### config.mk
export PLATFORM = sky130hd
export DESIGN_NAME = alu_operand_stage_flat
export DESIGN_NICKNAME = d
export VERILOG_FILES = /design/src/rtl/alu_operand_stage_pkg.sv /design/src/rtl/alu_operand_stage_if.sv /design/src/rtl/alu_operand_stage_ctrl_decode.sv /design/src/rtl/alu_operand_stage.sv /design/src/flat_wrapper.sv
export SDC_FILE = /design/constraint.sdc
export NUM_CORES = 1
export LEC_CHECK = 0
export CORE_UTILIZATION = 51
export CTS_CLUSTER_SIZE = 8
export DETAILED_ROUTE_END_ITERATION = 10
export PLACE_DENSITY = 0.87
export SLEW_MARGIN = 10
export SYNTH_ARGS = -nofsm -noshare
export SYNTH_HDL_FRONTEND = slang
export SYNTH_HIERARCHICAL = 1
export SYNTH_SLANG_ARGS = --single-unit
### constraint.sdc
create_clock -name clk -period 17.6 [get_ports clk]
set_clock_uncertainty 0.15 [all_clocks]
set_input_delay 1.76 -clock clk [delete_from_list [all_inputs] [get_ports clk]]
set_output_delay 1.76 -clock clk [all_outputs]
set_load 0.005 [all_outputs]
### src/rtl/alu_operand_stage_pkg.sv
// alu_operand_stage_pkg: shared widths, ALU mode/aluop codes, funct/opcode constants
package alu_operand_stage_pkg;
  localparam int DATA_WIDTH = 32;
  localparam logic HIGH = 1'b1;
  localparam logic LOW = 1'b0;
  typedef enum logic [1:0] {
    AOP_ADDR   = 2'b00,
    AOP_BRANCH = 2'b01,
    AOP_RTYPE  = 2'b10,
    AOP_ITYPE  = 2'b11
  } aluop_e;
  typedef enum logic [2:0] {
    M_AND  = 3'b000,
    M_OR   = 3'b001,
    M_SLL  = 3'b010,
    M_SLT  = 3'b011,
    M_ADD  = 3'b100,
    M_ADDU = 3'b101,
    M_SUB  = 3'b110,
    M_SRL  = 3'b111
  } alu_mode_e;
  localparam logic [5:0] F_SLL = 6'h00, F_SRL = 6'h02, F_ADD = 6'h20, F_ADDU = 6'h21,
                         F_SUB = 6'h22, F_AND = 6'h24, F_OR = 6'h25, F_SLT = 6'h2A;
  localparam logic [5:0] OP_ADDI = 6'h08, OP_ADDIU = 6'h09, OP_SLTI = 6'h0A,
                         OP_ANDI = 6'h0C, OP_ORI = 6'h0D, OP_LUI = 6'h0F;
  typedef struct packed {
    alu_mode_e m;
    logic      illegal;
    logic      a_shamt;
    logic      a_lui;
    logic      b_zext;
  } ctrl_t;
endpackage

### src/rtl/alu_operand_stage_if.sv
// alu_operand_stage_if: request side and ALU-operand side handshake bundle
interface alu_operand_stage_if #(parameter int WIDTH = alu_operand_stage_pkg::DATA_WIDTH);
  logic             in_valid;
  logic             in_ready;
  logic [1:0]       aluop;
  logic [1:0]       a_sel;
  logic [1:0]       b_sel;
  logic [5:0]       opcode;
  logic [5:0]       funct;
  logic [4:0]       shamt;
  logic [15:0]      imm;
  logic [WIDTH-1:0] pc;
  logic [WIDTH-1:0] rs_data;
  logic [WIDTH-1:0] rt_data;
  logic             out_valid;
  logic             out_ready;
  logic [WIDTH-1:0] alu_a;
  logic [WIDTH-1:0] alu_b;
  logic [2:0]       alu_m;
  logic             illegal;
  modport master (
    output in_valid, aluop, a_sel, b_sel, opcode, funct, shamt, imm, pc, rs_data, rt_data, out_ready,
    input  in_ready, out_valid, alu_a, alu_b, alu_m, illegal
  );
  modport slave (
    input  in_valid, aluop, a_sel, b_sel, opcode, funct, shamt, imm, pc, rs_data, rt_data, out_ready,
    output in_ready, out_valid, alu_a, alu_b, alu_m, illegal
  );
endinterface

### src/rtl/alu_operand_stage_ctrl_decode.sv
// alu_ctrl_decode: aluop/opcode/funct -> ALU mode, illegal flag and operand overrides
module alu_ctrl_decode
  import alu_operand_stage_pkg::*;
(
  input  logic [1:0] aluop,
  input  logic [5:0] opcode,
  input  logic [5:0] funct,
  output ctrl_t      ctrl
);
  always_comb begin
    ctrl = '{m: M_ADDU, illegal: LOW, a_shamt: LOW, a_lui: LOW, b_zext: LOW};
    case (aluop)
      AOP_ADDR:   ctrl.m = M_ADDU;
      AOP_BRANCH: ctrl.m = M_SUB;
      AOP_RTYPE:
        case (funct)
          F_ADD:   ctrl.m = M_ADD;
          F_ADDU:  ctrl.m = M_ADDU;
          F_SUB:   ctrl.m = M_SUB;
          F_AND:   ctrl.m = M_AND;
          F_OR:    ctrl.m = M_OR;
          F_SLT:   ctrl.m = M_SLT;
          F_SLL:   begin ctrl.m = M_SLL; ctrl.a_shamt = HIGH; end
          F_SRL:   begin ctrl.m = M_SRL; ctrl.a_shamt = HIGH; end
          default: ctrl.illegal = HIGH;
        endcase
      default:
        case (opcode)
          OP_ADDI:  ctrl.m = M_ADD;
          OP_ADDIU: ctrl.m = M_ADDU;
          OP_SLTI:  ctrl.m = M_SLT;
          OP_ANDI:  begin ctrl.m = M_AND; ctrl.b_zext = HIGH; end
          OP_ORI:   begin ctrl.m = M_OR; ctrl.b_zext = HIGH; end
          // lui is realised as zext(imm) << 16 in the ALU shifter
          OP_LUI:   begin ctrl.m = M_SLL; ctrl.a_lui = HIGH; ctrl.b_zext = HIGH; end
          default:  ctrl.illegal = HIGH;
        endcase
    endcase
  end
endmodule

### src/rtl/alu_operand_stage.sv
// alu_operand_stage: operand selection and decode into an in-order buffer feeding the ALU
module alu_operand_stage
  import alu_operand_stage_pkg::*;
#(
  parameter int WIDTH = DATA_WIDTH,
  parameter int DEPTH = 2
) (
  input logic               clk,
  input logic               rst_n,
  input logic               flush,
  alu_operand_stage_if.slave bus
);
  localparam int PW = $clog2(DEPTH);
  localparam int CW = $clog2(DEPTH + 1);
  ctrl_t            ctrl;
  logic [WIDTH-1:0] imm_s, imm_z, shamt_z, sel_a, sel_b;
  logic [WIDTH-1:0] mem_a [DEPTH];
  logic [WIDTH-1:0] mem_b [DEPTH];
  logic [2:0]       mem_m [DEPTH];
  logic             mem_ill [DEPTH];
  logic [PW-1:0]    wr, rd;
  logic [CW-1:0]    count, count_nx;
  logic             ready_q, push, pop;
  alu_ctrl_decode u_dec (
    .aluop  (bus.aluop),
    .opcode (bus.opcode),
    .funct  (bus.funct),
    .ctrl   (ctrl)
  );
  assign imm_s   = {{(WIDTH-16){bus.imm[15]}}, bus.imm};
  assign imm_z   = {{(WIDTH-16){1'b0}}, bus.imm};
  assign shamt_z = {{(WIDTH-5){1'b0}}, bus.shamt};
  assign sel_a = ctrl.a_lui          ? WIDTH'(16) :
                 ctrl.a_shamt        ? shamt_z :
                 bus.a_sel == 2'b00  ? bus.pc :
                 bus.a_sel == 2'b01  ? bus.rs_data :
                 bus.a_sel == 2'b10  ? shamt_z : '0;
  assign sel_b = ctrl.b_zext         ? imm_z :
                 bus.b_sel == 2'b00  ? bus.rt_data :
                 bus.b_sel == 2'b01  ? WIDTH'(4) :
                 bus.b_sel == 2'b10  ? imm_s : imm_s << 2;
  assign push     = bus.in_valid & ready_q;
  assign pop      = bus.out_valid & bus.out_ready;
  assign count_nx = count + CW'(push) - CW'(pop);
  always_ff @(posedge clk or negedge rst_n) begin
    if (!rst_n) begin
      count   <= '0;
      wr      <= '0;
      rd      <= '0;
      ready_q <= HIGH;
    end else if (flush) begin
      count   <= '0;
      wr      <= '0;
      rd      <= '0;
      ready_q <= HIGH;
    end else begin
      count   <= count_nx;
      ready_q <= count_nx != CW'(DEPTH);
      if (push) wr <= wr + PW'(1);
      if (pop) rd <= rd + PW'(1);
    end
  end
  always_ff @(posedge clk) begin
    if (push && !flush) begin
      mem_a[wr]   <= sel_a;
      mem_b[wr]   <= sel_b;
      mem_m[wr]   <= ctrl.m;
      mem_ill[wr] <= ctrl.illegal;
    end
  end
  // empty buffer presents reset values so the ALU never sees stale entries
  assign bus.in_ready  = ready_q;
  assign bus.out_valid = count != '0;
  assign bus.alu_a     = bus.out_valid ? mem_a[rd] : '0;
  assign bus.alu_b     = bus.out_valid ? mem_b[rd] : '0;
  assign bus.alu_m     = bus.out_valid ? mem_m[rd] : M_ADDU;
  assign bus.illegal   = bus.out_valid ? mem_ill[rd] : LOW;
endmodule

### src/flat_wrapper.sv
// flat-port wrapper written by rule: the top's interface ports become plain ports
module alu_operand_stage_flat import alu_operand_stage_pkg::*;
#(
  parameter int WIDTH = DATA_WIDTH,
  parameter int DEPTH = 2
)
  (clk, rst_n, flush, bus_in_valid, bus_aluop, bus_a_sel, bus_b_sel, bus_opcode, bus_funct, bus_shamt, bus_imm, bus_pc, bus_rs_data, bus_rt_data, bus_out_ready, bus_in_ready, bus_out_valid, bus_alu_a, bus_alu_b, bus_alu_m, bus_illegal);
  alu_operand_stage_if #(.WIDTH(WIDTH)) bus_i ();
  input logic clk;
  input logic rst_n;
  input logic flush;
  input wire logic [$bits(bus_i.in_valid)-1:0] bus_in_valid;
  input wire logic [$bits(bus_i.aluop)-1:0] bus_aluop;
  input wire logic [$bits(bus_i.a_sel)-1:0] bus_a_sel;
  input wire logic [$bits(bus_i.b_sel)-1:0] bus_b_sel;
  input wire logic [$bits(bus_i.opcode)-1:0] bus_opcode;
  input wire logic [$bits(bus_i.funct)-1:0] bus_funct;
  input wire logic [$bits(bus_i.shamt)-1:0] bus_shamt;
  input wire logic [$bits(bus_i.imm)-1:0] bus_imm;
  input wire logic [$bits(bus_i.pc)-1:0] bus_pc;
  input wire logic [$bits(bus_i.rs_data)-1:0] bus_rs_data;
  input wire logic [$bits(bus_i.rt_data)-1:0] bus_rt_data;
  input wire logic [$bits(bus_i.out_ready)-1:0] bus_out_ready;
  output wire logic [$bits(bus_i.in_ready)-1:0] bus_in_ready;
  output wire logic [$bits(bus_i.out_valid)-1:0] bus_out_valid;
  output wire logic [$bits(bus_i.alu_a)-1:0] bus_alu_a;
  output wire logic [$bits(bus_i.alu_b)-1:0] bus_alu_b;
  output wire logic [$bits(bus_i.alu_m)-1:0] bus_alu_m;
  output wire logic [$bits(bus_i.illegal)-1:0] bus_illegal;
  assign bus_i.in_valid = bus_in_valid;
  assign bus_i.aluop = bus_aluop;
  assign bus_i.a_sel = bus_a_sel;
  assign bus_i.b_sel = bus_b_sel;
  assign bus_i.opcode = bus_opcode;
  assign bus_i.funct = bus_funct;
  assign bus_i.shamt = bus_shamt;
  assign bus_i.imm = bus_imm;
  assign bus_i.pc = bus_pc;
  assign bus_i.rs_data = bus_rs_data;
  assign bus_i.rt_data = bus_rt_data;
  assign bus_i.out_ready = bus_out_ready;
  assign bus_in_ready = bus_i.in_ready;
  assign bus_out_valid = bus_i.out_valid;
  assign bus_alu_a = bus_i.alu_a;
  assign bus_alu_b = bus_i.alu_b;
  assign bus_alu_m = bus_i.alu_m;
  assign bus_illegal = bus_i.illegal;
  alu_operand_stage #(.WIDTH(WIDTH), .DEPTH(DEPTH)) u_core (.clk(clk), .rst_n(rst_n), .flush(flush), .bus(bus_i));
endmodule
==> impl_metrics.json, run 1 <==
{
  "dieHeight_um": 116,
  "cts.sinks": 141,
  "syn_to_final_growth_pct": 41.5,
  "root_buffer": "clkbuf_16",
  "start_util_pct": 52.5,
  "grt_pass1_vias": 4982,
  "rows": 41,
  "ctsHoldBuffers": 0,
  "power.total_mw": 1.18,
  "min_path_type": "register to register",
  "grt_first_pass_wirelength_mm": 24.2,
  "syn_area_um2": 6650,
  "ant_nets": 0,
  "tritoncts": "yes",
  "firstDrtPassIters": 5,
  "pwr-share-comb_pct": 32.2,
  "start_kind": "register",
  "min_period_ns": 4.53,
  "synth_seq_cells": 141,
  "fin_setup_tns_ns": 0,
  "dp.cells": 859,
  "vias_per_cell": 5.49,
  "synth_cells": 505,
  "synth.distinct_cells": 50,
  "crit_required_ns": 15.69,
  "gr-usage-all-layers_pct": 24.0,
  "finalCritPeriodShare_pct": 25.7,
  "place_congestion": 0.902,
  "ctsResizeCount": 0,
  "rsz0062_at_grt": "no",
  "antenna_found_initial": 0,
  "io_pins": 210,
  "synth_area_leaders": "edfxtp_1 (61%), mux2i_1 (14%), nor2_1 (6.0%)",
  "cts.clk_slew.worst_paths_ns": 0.05,
  "crit_type": "register to output pin",
  "ys_warn_count": 6,
  "cp-end-kind": "output pin",
  "clk-insertion-delay-late_ns": 0.40,
  "slew_violations": 0,
  "crit_fanout": 69,
  "finalHoldViolCount": 0,
  "grt_max_degree": 70,
  "die_x_um": 116,
  "avgSynthCellArea_um2": 13.2,
  "die_area_um2": 13500,
  "dpl-instance-area_um2": 8830,
  "power.density_nw_per_um2": 125,
  "worstPathArrival_ns": 2.62,
  "drc": 0,
  "drive_gt1_share_pct": 6.28,
  "synthFlopType": "edfxtp_1",
  "vias": 4877,
  "cts_inserted_buffers": 17,
  "syn_nets": 647,
  "switchingPower_mw": 0.329,
  "seqPwrFrac_pct": 38.4,
  "post_cts_buffers": 0,
  "relSlewSlack_pct": 18.5,
  "finalNetCount": 848,
  "worst_pin_slew_ns": 1.22,
  "numPortBuffers": 209,
  "drv_cap": 0,
  "yosysTopAreaCell": "edfxtp_1",
  "synthDominantCellAreaShare_pct": 61.4,
  "routed_wl_mm": 16.0,
  "status": "completed",
  "grt_overflow": 0,
  "switching_share_pct": 27.9,
  "async_flop_share_pct": 3.55,
  "synth_edf_count": 136,
  "layout.cells.non_filler": 889,
  "irDropWorstVdd_uv": 80.2,
  "max_freq_ghz": 0.221,
  "pwr-share-clk_pct": 29.4,
  "ctsHtreeMaxLevel": 4,
  "synth_seq_area_share_pct": 63.3,
  "cts_max_path_buffers": 2,
  "wl_per_cell_um": 18.0,
  "diodes": 0,
  "final_area_um2": 9410,
  "p_leak_nw": 3.27,
  "drt_iter0_drc": 302,
  "finalSetupViolCount": 0,
  "hold_ws_ns": 0.441,
  "p_int_mw": 0.850,
  "place_hpwl_mm": 11.0,
  "coreArea_um2": 12700
}
==> cells in the mapped netlist, types with 3 or more instances <==
cell,instances
buf_6,3
dfrtp_1,4
nor3_1,3
buf_2,14
o21a_1,15
nand2_1,8
a22oi_1,18
o22ai_1,4
nand2b_1,5
nor4_1,4
o21ai_0,6
clkbuf_1,5
buf_4,4
edfxtp_1,136
o2bb2ai_1,13
inv_1,12
or3_1,3
mux2i_1,95
a21oi_1,3
nor2_1,107
buf_1,4
xor2_1,4
==> kinds of logic (layout without fill, tap and decap cells) <==
family                     after synthesis  after routing  synth area share [%]
xor gates and xnor gates                 6              6                 0.790
and+or+nand+nor                        143            143                  9.26
buffers and inverters                   43            255                  3.27
muxes                                   97             97                  14.6
DFF                                    141            141                  63.3
AOI/OAI and AO/OA                       72             72                  8.18
adders and majority gates                3              3                 0.546
==> power groups by stage <==
| stage | Sequential, mW | Clock [mW] | Combinational, mW |
|---|---|---|---|
| detailed placement | 0.460 | 0 | 0.381 |
| global route | 0.457 | 0.368 | 0.410 |
| floorplan | 0.431 | 0 | 0.194 |
| global placement | 0.458 | 0 | 0.374 |
| CTS | 0.453 | 0.351 | 0.383 |
| finish | 0.453 | 0.347 | 0.380 |
==> layout make-up <==
type                    count  area (um2)
flip-flops and latches    141        4210
fillers                   844        3260
multi-input cells         321        2240
repair buffers            213        2120
clock buffers              17         425
well taps                 172         215
clock inverters            13         151
inverters                  12        45.0
==> flip-flops by register name, indices dropped and copies added, names as in the netlist <==
signal / cells
u_core/mem_a: 64
u_core/rd: 1
u_core/count: 2
u_core/mem_m: 6
u_core/mem_b: 64
u_core/bus.in_ready: 1
u_core/mem_ill: 2
u_core/wr: 1
==> path summary, 6_finish.rpt <==
kind	end	slack [ns]	depth (start not counted)	startpoint
setup / recovery	bus_alu_b[0]	13.07	3	u_core/rd$_DFFE_PN0P_
hold / removal	u_core/wr$_DFFE_PN0P_	0.44	2	u_core/wr$_DFFE_PN0P_
setup reg to reg	u_core/mem_m[1][1]$_DFFE_PP_	15.42	3	u_core/bus.in_ready$_DFF_PN1_
hold reg to reg	u_core/wr$_DFFE_PN0P_	0.44	2	u_core/wr$_DFFE_PN0P_
max in group asynchronous	u_core/bus.in_ready$_DFF_PN1_	15.61	1	rst_n
min in group asynchronous	u_core/count[0]$_DFF_PN0_	1.43	1	rst_n
==> stage by stage <==
stage               util [%]  worst slack [ns]
finish                  74.2             13.07
global route            74.2             12.90
CTS                     74.2             13.04
detailed placement      69.7             12.86
global placement        69.7             13.06
floorplan                  -              9.99
==> worst max-delay path, cell delays in order (launching register included) <==
cell	delay, ns
dfrtp_4	1.24
mux2i_1	0.21
nor2_1	0.21
clkdlybuf4s50_1	0.53
==> layout by cell type (no fill, tap or decap), types with 3 or more instances in the layout <==
master           count
nor2_1             106
clkinvlp_4           5
clkdlybuf4s50_1    208
edfxtp_1           136
o22ai_1              4
buf_4                4
xor2_1               4
a21oi_1              3
nand2_1              8
clkbuf_16           17
o21ai_0              6
or3_1                3
o2bb2ai_1           13
nand2b_1             5
a22oi_1             18
o21a_1              15
nor4_1               4
inv_1               12
dfrtp_1              3
clkinv_2             4
mux2i_1             95
bufinv_16            3
==> routing by layer <==
layer,global-route usage [%],vias up,wire (um)
li1,-,2284,-
met1,26.7,2318,6330
met2,42.5,233,7990
met3,7.32,42,1310
met4,10.8,0,389
met5,0,-,0
(Power assumes the default switching activity.)
==> run 2: changes to the inputs <==
--- a/config.mk
+++ b/config.mk
@@ -5,10 +5,10 @@
 export SDC_FILE = /design/constraint.sdc
 export NUM_CORES = 1
 export LEC_CHECK = 0
-export CORE_UTILIZATION = 51
+export CORE_UTILIZATION = 42
 export CTS_CLUSTER_SIZE = 8
 export DETAILED_ROUTE_END_ITERATION = 10
-export PLACE_DENSITY = 0.87
+export PLACE_DENSITY = 0.76
 export SLEW_MARGIN = 10
 export SYNTH_ARGS = -nofsm -noshare
 export SYNTH_HDL_FRONTEND = slang
==> constraint.sdc (replaced) <==
create_clock -name clk -period 3.67 [get_ports clk]
set_clock_uncertainty 0.15 [all_clocks]
set_input_delay 0.367 -clock clk [delete_from_list [all_inputs] [get_ports clk]]
set_output_delay 0.367 -clock clk [all_outputs]
set_load 0.005 [all_outputs]
==> run 2 against run 1 <==
- non-clock buffer count grew 4
- largest cell class unchanged
- worst setup slack worse by 12 ns
- final cell count is 5.1% higher
==> impl_metrics.json, run 2 (same netlist as run 1, synthesis figures left out) <==
{
  "path_delay_family": "buffers and inverters",
  "ctsHoldBuffers": 0,
  "cts_inserted_buffers": 17,
  "drc": 0,
  "r2r_slack_ns": 1.53,
  "cp-end-kind": "output pin",
  "pwr-share-comb_pct": 34.6,
  "vias_per_cell": 5.24,
  "p_int_mw": 3.99,
  "switching_share_pct": 29.3,
  "largestRegisters": "u_core/mem_a (64), u_core/mem_b (64), u_core/mem_m (6)",
  "ctsResizeCount": 0,
  "grt_first_pass_wirelength_mm": 25.4,
  "critical-path-max-stage-delay_ns": 0.81,
  "switchingPower_mw": 1.65,
  "min_path_type": "primary input to async pin",
  "coreArea_um2": 15300,
  "drv_cap": 0,
  "startpoint": "u_core/rd$_DFFE_PN0P_",
  "postLayoutCoreUtil_pct": 62.3,
  "vias": 4895,
  "layout_commonest_cell": "clkdlybuf4s50_1",
  "gr-usage-all-layers_pct": 20.4,
  "final_area_um2": 9540,
  "start_util_pct": 43.4,
  "die_area_um2": 16300,
  "crit_fanout": 38,
  "critical_path.cell_chain": "buf_12 > mux2i_1 > nor2_1 > clkdlybuf4s50_1",
  "finalHoldViolCount": 0,
  "place_hpwl_mm": 11.0,
  "crit_required_ns": 3.15,
  "power.density_nw_per_um2": 592,
  "rr_worst_depth": 8,
  "cts.clk_slew.worst_paths_ns": 0.06,
  "die_x_um": 128,
  "crit_slowest_cell": "dfrtp_4",
  "clk-insertion-delay-late_ns": 0.41,
  "finalNetCount": 852,
  "place_congestion": 0.847,
  "max_freq_ghz": 0.335,
  "dieHeight_um": 128,
  "p_leak_nw": 3.30,
  "grt_max_degree": 69,
  "firstDrtPassIters": 5,
  "ctsHtreeMaxLevel": 4,
  "syn_to_final_growth_pct": 43.4,
  "grt_overflow": 0,
  "irDropWorstVdd_uv": 369,
  "most-common-layout-cells": "clkdlybuf4s50_1 (208), edfxtp_1 (136), nor2_1 (106)",
  "root_buffer": "clkbuf_16",
  "tritoncts": "yes",
  "status": "completed",
  "grt_pass1_vias": 5047,
  "slew_violations": 0,
  "relSlewSlack_pct": 35.3,
  "io_pins": 210,
  "finalCritPeriodShare_pct": 81.3,
  "reg2reg_from": "u_core/count[1]$_DFF_PN0_",
  "wl_per_cell_um": 17.3,
  "power.total_mw": 5.65,
  "diodes": 0,
  "cts_max_path_buffers": 2,
  "rows": 45,
  "drive_gt1_share_pct": 7.05,
  "finalSetupViolCount": 0,
  "routed_wl_mm": 16.1,
  "path_buf_inv": 2,
  "crit_type": "register to output pin",
  "fin_setup_tns_ns": 0,
  "start_kind": "register",
  "cp_num_cells": 4,
  "seqPwrFrac_pct": 37.1,
  "ant_nets": 0,
  "min_period_ns": 2.98,
  "rsz0062_at_grt": "no",
  "numPortBuffers": 209,
  "cts.sinks": 141,
  "worstPathArrival_ns": 2.47,
  "post_cts_buffers": 0,
  "drt_iter0_drc": 415,
  "worst_pin_slew_ns": 0.968,
  "dpl-instance-area_um2": 8970,
  "pwr-share-clk_pct": 28.2,
  "antenna_found_initial": 0
}
## run 2: final timing paths
check                                                      to
worst min register to register          u_core/wr$_DFFE_PN0P_
worst max register to register  u_core/bus.in_ready$_DFF_PN1_
max in group asynchronous       u_core/bus.in_ready$_DFF_PN1_
worst min-delay path                    u_core/wr$_DFFE_PN0P_
worst max-delay path                             bus_alu_a[6]
min in group clk                u_core/mem_b[0][29]$_DFFE_PP_
## run 2: area by class of cell
class,instances,area [um2]
flip-flops and latches,141,4210
clock inverters,15,140
repair buffers,217,2200
well taps,211,264
clock buffers,17,425
multi-input cells,321,2250
fillers,1193,5780
inverters,12,45.0
## run 2: through the flow
| step | setup WS (ns) | hold WS (ns) | cells |
|---|---|---|---|
| 2_1_floorplan | 0.591 | -0.0786 | 505 |
| 3_3_place_gp | 0.787 | 0.449 | 902 |
| 3_5_place_dp | 0.691 | 0.458 | 902 |
| 4_1_cts | 0.654 | 0.00784 | 934 |
| 5_1_grt | 0.589 | 0.00685 | 934 |
| 6_report | 0.687 | 0.0221 | 934 |
## run 2: per-layer routing
metal | GRT usage, % | vias up | wire (um)
li1 | - | 2294 | -
met1 | 24.3 | 2326 | 6590
met2 | 34.5 | 230 | 7950
met3 | 5.72 | 45 | 1150
met4 | 9.13 | 0 | 427
met5 | 0 | - | 0
## run 2: power by group through the flow
| stage | logic (mW) | clock network (mW) | registers (mW) |
|---|---|---|---|
| 2_1_floorplan | 0.936 | 0 | 2.05 |
| 6_report | 1.95 | 1.60 | 2.10 |
| 3_3_place_gp | 1.94 | 0 | 2.12 |
| 3_5_place_dp | 1.97 | 0 | 2.13 |
| 4_1_cts | 1.98 | 1.63 | 2.10 |
| 5_1_grt | 2.12 | 1.69 | 2.12 |
